<file path="src/rtl/tdm_demux8.sv">
// 8-channel TDM receive demultiplexer: frame-sync driven hunt/lock alignment,
// per-channel registered sample outputs with one-cycle capture strobes.
module tdm_demux8 #(
  parameter int unsigned WIDTH      = 8,
  parameter int unsigned MISS_LIMIT = 3
) (
  input  logic               clk,
  input  logic               rst_n,
  input  logic [WIDTH-1:0]   din,
  input  logic               din_valid,
  input  logic               frame_sync,
  output logic [8*WIDTH-1:0] dout,
  output logic [7:0]         ch_valid,
  output logic               frame_done,
  output logic               locked,
  output logic               sync_err,
  output logic [2:0]         slot
);

  typedef enum logic {HUNT, LOCKED} state_t;

  state_t     state;
  logic [3:0] miss_cnt;

  always_ff @(posedge clk) begin
    if (!rst_n) begin
      state      <= HUNT;
      miss_cnt   <= '0;
      dout       <= '0;
      ch_valid   <= '0;
      frame_done <= 1'b0;
      locked     <= 1'b0;
      sync_err   <= 1'b0;
      slot       <= '0;
    end else begin
      ch_valid   <= '0;
      frame_done <= 1'b0;
      sync_err   <= 1'b0;
      if (din_valid) begin
        unique case (state)
          HUNT: begin
            if (frame_sync) begin
              dout[WIDTH-1:0] <= din;
              ch_valid        <= 8'h01;
              slot            <= 3'd1;
              miss_cnt        <= '0;
              state           <= LOCKED;
              locked          <= 1'b1;
            end
          end
          LOCKED: begin
            if (frame_sync) begin
              // Sync anywhere realigns to slot 0; off-slot sync is flagged.
              dout[WIDTH-1:0] <= din;
              ch_valid        <= 8'h01;
              slot            <= 3'd1;
              miss_cnt        <= '0;
              sync_err        <= (slot != 3'd0);
            end else if (slot != 3'd0) begin
              for (int unsigned k = 1; k < 8; k++) begin
                if (3'(k) == slot) begin
                  dout[k*WIDTH +: WIDTH] <= din;
                  ch_valid[k]            <= 1'b1;
                end
              end
              frame_done <= (slot == 3'd7);
              slot       <= slot + 3'd1;
            end else begin
              sync_err <= 1'b1;
              if (miss_cnt + 4'd1 == 4'(MISS_LIMIT)) begin
                state    <= HUNT;
                locked   <= 1'b0;
                slot     <= '0;
                miss_cnt <= '0;
              end else begin
                // Flywheel: trust the slot count for this frame.
                dout[WIDTH-1:0] <= din;
                ch_valid        <= 8'h01;
                slot            <= 3'd1;
                miss_cnt        <= miss_cnt + 4'd1;
              end
            end
          end
          default: state <= HUNT;
        endcase
      end
    end
  end

endmodule
</file>
<file path="config.mk">
export PLATFORM = sky130hd
export DESIGN_NAME = tdm_demux8
export DESIGN_NICKNAME = d
export VERILOG_FILES = /design/src/rtl/tdm_demux8.sv
export SDC_FILE = /design/constraint.sdc
export NUM_CORES = 1
export LEC_CHECK = 0
export ABC_CLOCK_PERIOD_IN_PS = 2850
export CORE_MARGIN = 5
export CORE_UTILIZATION = 50
export CTS_CLUSTER_DIAMETER = 40
export DETAILED_ROUTE_END_ITERATION = 12
export DONT_BUFFER_PORTS = 1
export HOLD_SLACK_MARGIN = 0.02
export PLACE_DENSITY = 0.61
export RECOVER_POWER = 50
export SLEW_MARGIN = 25
export SYNTH_ARGS = -nofsm -noshare
export SYNTH_HDL_FRONTEND = slang
export SYNTH_SLANG_ARGS = --single-unit
</file>
<file path="constraint.sdc">
create_clock -name clk -period 2.85 [get_ports clk]
set_clock_uncertainty 0.15 [all_clocks]
set_input_delay 0.4275 -clock clk [delete_from_list [all_inputs] [get_ports clk]]
set_output_delay 0.4275 -clock clk [all_outputs]
set_load 0.005 [all_outputs]
</file>
==> impl_metrics.tcl <==
set metrics [dict create \
    flow.area_growth_from_synthesis_pct 7.008 \
    cts-htree-levels 3 \
    detail-route-antenna-nets 0 \
    clock-root-buffer "sky130_fd_sc_hd__clkbuf_8" \
    yosysWarnings 0 \
    crit_path_max_fanout 8 \
    worstPathRequired_ns 2.97 \
    final.fill_count 579 \
    worstHoldPathType "input pin to flip-flop" \
    synth.avg_cell_area_um2 9.979 \
    setup_violations 0 \
    first_global_vias 2111 \
    cellInternalPower_mw 1.690 \
    timing.critical_path.cells "inv_1 > ha_1 > nand2b_1 > a21oi_2 > a21boi_2 > mux2i_1" \
    fmaxAchievable_mhz 439.9 \
    post_synthesis_sequential_element_count 83 \
    placement_rows 29 \
    chipWidth_um 91.28 \
    worstPathArrival_ns 2.39 \
    design.portCount 90 \
    clock_sink_count 83 \
    floorplan.initialDensity_pct 51.72 \
    synth_fp_nets 353 \
    finalSetupTns_ns 0 \
    place_congestion 0.7666 \
    maxSlewHeadroom_pct 61.83 \
    net_switching_power_figure_mw 0.4552 \
    postLayoutSetupSlackWorst_ns 0.5767 \
    vias_per_cell 5.490 \
    synthesis.instances 331 \
    synth_area_leader_cell "sky130_fd_sc_hd__dfxtp_1" \
    setup.worst_path.start_class "flip-flop" \
    switching_part_of_the_total_pct 21.22 \
    number_of_enable_flip_flop_cells_after_synthesis 0 \
    tritoncts "done" \
    timing.max_cap.violations 0 \
    timing.final.crit_share_pct 79.76 \
    preCtsSetupSlack_ns 0.5393 \
    grt_overflow 0 \
    drv_slew 0 \
    combinational_share_of_power_pct 3.5 \
    drcViolationCount 0 \
    fp.coreArea_mm2 0.006386 \
    crit_path_end_kind "flip-flop" \
    post-synth-top-area-fraction_pct 50.30 \
    maximum_number_of_pins_on_one_net_before_global_route_repair 32 \
    asyncSetResetFlopFracSynth_pct 0 \
    detailed_place_hpwl_mm 5.086 \
    timing.critical_path.slowest_stage_cell "sky130_fd_sc_hd__a21boi_2" \
    power.share.sequential_pct 55.1 \
    antenna_found_initial 0 \
    worstMarginPinSlew_ns 0.5710 \
    yosys.cell_types.count 38 \
    first_pass_iters 4 \
    dr.first_iter.drc_count 105 \
    instances_no_fill 404 \
    p_clk_share_pct 41.4 \
    sequential_fraction_of_the_synthesis_area_pct 50.30 \
    tritoncts.num_buffers 9 \
    cts_max_path_buffers 2 \
    status "completed" \
    critical-path-max-stage-delay_ns 0.52 \
    wire_per_inst_um 17.84 \
    die_y_um 91.28 \
    clock_insertion_delay_worst_skew_ns 0.34 \
    pd_cells_mw_per_mm2 607.0 \
    ir_worst_vdd_v 0.0003562 \
    setup_cp_type "flip-flop to flip-flop" \
    buffer_ports.inserted 0 \
    ys_top_cells_by_area "sky130_fd_sc_hd__dfxtp_1 (50%), sky130_fd_sc_hd__mux2i_1 (19%), sky130_fd_sc_hd__nor2_1 (7.0%)" \
    ctsResizeCount 0 \
    hold_viol 0 \
    finalNetCount 344 \
    place_inst 387 \
    groute.usage.overall_pct 17.52 \
    antenna_cells 0 \
    synth_top_flop_cell "sky130_fd_sc_hd__dfxtp_1" \
    power.static_leakage_nw 1.760 \
    route.final.wire_length_mm 7.206 \
    period_needed_ns 2.273 \
    first_pass_grt_wire_length_mm 11.56 \
    post_synth_instance_area_mm2 0.003303 \
    route.vias.total 2218 \
    cts.clk_slew.worst_paths_ns 0.08 \
    multi_input_area_mm2 0.001505 \
    register_area_mm2 0.001662 \
    post_route_cells_drive_above_1_share_pct 7.951 \
    floorplan.die_area_mm2 0.008332 \
    grt_setup_unrepaired "false" \
]
cell type report:
cell class	instances	share of cell area [%]
timing repair buffer	3	0.7080
clock buffer	11	3.717
clock inverter	5	2.195
sequential	83	47.01
multi-input combinational	215	42.58
inverter	10	1.062
tap	77	2.726
power groups by stage:
| stage | registers [mW] | logic [mW] | clock network [mW] |
|---|---|---|---|
| global placement | 1.21 | 0.0718 | 0 |
| floorplan | 1.21 | 0.0798 | 0 |
| detailed placement | 1.21 | 0.0737 | 0 |
| finish | 1.18 | 0.0744 | 0.888 |
| global route | 1.18 | 0.0834 | 0.966 |
| CTS | 1.18 | 0.0749 | 0.917 |
Yosys cell counts, types with 2 or more instances:
cell type                  instances
sky130_fd_sc_hd__dfxtp_1          83
sky130_fd_sc_hd__mux2i_1          64
sky130_fd_sc_hd__nor2_1           62
sky130_fd_sc_hd__nand2_1          23
sky130_fd_sc_hd__clkbuf_1         18
sky130_fd_sc_hd__ha_1             10
sky130_fd_sc_hd__inv_1             9
sky130_fd_sc_hd__and3_1            8
sky130_fd_sc_hd__nand3_2           6
sky130_fd_sc_hd__a21oi_1           5
sky130_fd_sc_hd__buf_2             4
sky130_fd_sc_hd__nand3_1           4
sky130_fd_sc_hd__nand2b_1          3
sky130_fd_sc_hd__nor2b_1           3
sky130_fd_sc_hd__o21ai_0           3
sky130_fd_sc_hd__and3b_1           2
sky130_fd_sc_hd__nor3_1            2
sky130_fd_sc_hd__o21a_1            2
kinds of logic (layout without fill, tap and decap cells):
group,after synthesis,after routing,share of synthesized area [%]
xor gates and xnor gates,1,1,0.2652
muxes,64,64,19.39
AOI/OAI and AO/OA,22,22,5.379
adders and majority gates,10,10,3.788
buffers and inverters,33,29,4.128
DFF,83,83,50.30
and+or+nand+nor,118,118,16.74
path summary, 6_finish.rpt:
kind / from / to / slack (ns) / cells past startpoint
min reg2reg: dout[4] / dout[4] / 0.33 / 2
min: rst_n / miss_cnt[2] / 0.05 / 1
max: slot[0] / dout[2] / 0.58 / 6
max reg2reg: slot[0] / dout[2] / 0.58 / 6
cell usage in the layout, fill, tap and decap left out, types with 2 or more instances in the layout:
cell	Yosys	final
sky130_fd_sc_hd__o21ai_0	3	3
sky130_fd_sc_hd__inv_1	9	9
sky130_fd_sc_hd__clkbuf_8	0	9
sky130_fd_sc_hd__ha_1	10	10
sky130_fd_sc_hd__nand3_1	4	4
sky130_fd_sc_hd__bufinv_16	0	2
sky130_fd_sc_hd__nor2b_1	3	3
sky130_fd_sc_hd__dfxtp_1	83	83
sky130_fd_sc_hd__clkbuf_1	18	2
sky130_fd_sc_hd__nand2b_1	3	3
sky130_fd_sc_hd__o21a_1	2	2
sky130_fd_sc_hd__clkinv_2	0	2
sky130_fd_sc_hd__nand3_2	6	6
sky130_fd_sc_hd__and3b_1	2	2
sky130_fd_sc_hd__buf_4	0	2
sky130_fd_sc_hd__mux2i_1	64	64
sky130_fd_sc_hd__a21oi_1	5	5
sky130_fd_sc_hd__nand2_1	23	23
sky130_fd_sc_hd__and3_1	8	8
sky130_fd_sc_hd__nor2_1	62	62
sky130_fd_sc_hd__nor3_1	2	2
worst max-delay path: cells and delay by family, from the launching register on:
family	cells	cell delay (ns)
AND/OR/NAND/NOR	1	0.23
adder cells (fa/ha/maj)	1	0.26
buffers and inverters	1	0.12
multiplexers	1	0.25
flip-flops	1	0.36
AO/OA/AOI/OAI	2	0.83
per-layer routing:
| layer | share of wire [%] | track usage (%) | vias up |
|---|---|---|---|
| li1 | - | - | 1092 |
| met1 | 45 | 21.99 | 1047 |
| met2 | 45 | 26.44 | 70 |
| met3 | 8.7 | 8.430 | 9 |
| met4 | 1.7 | 5.868 | 0 |
| met5 | 0 | 0 | - |
through the flow:
step           area (um^2)  total power [mW]  util, %  hold slack [ns]
2_1_floorplan         3303             1.286        -           0.3011
6_report              3535             2.145    55.35          0.05420
3_3_place_gp          3316             1.282    51.92           0.3159
3_5_place_dp          3316             1.284    51.92           0.3207
4_1_cts               3535             2.175    55.35          0.03169
5_1_grt               3535             2.234    55.35          0.04000
flip-flops by register name (all words and copies together) (netlist names):
name and count:
locked 1, ch_valid 8, frame_done 1, slot 3, sync_err 1, miss_cnt 4
state 1, dout 64
what timing repair did:
action | in CTS | in global routing
buffers inserted | 0 | 0
hold buffers | 1 | 0
endpoints found under the hold margin | 1 | 0
Power figures use the tool's default switching activity.
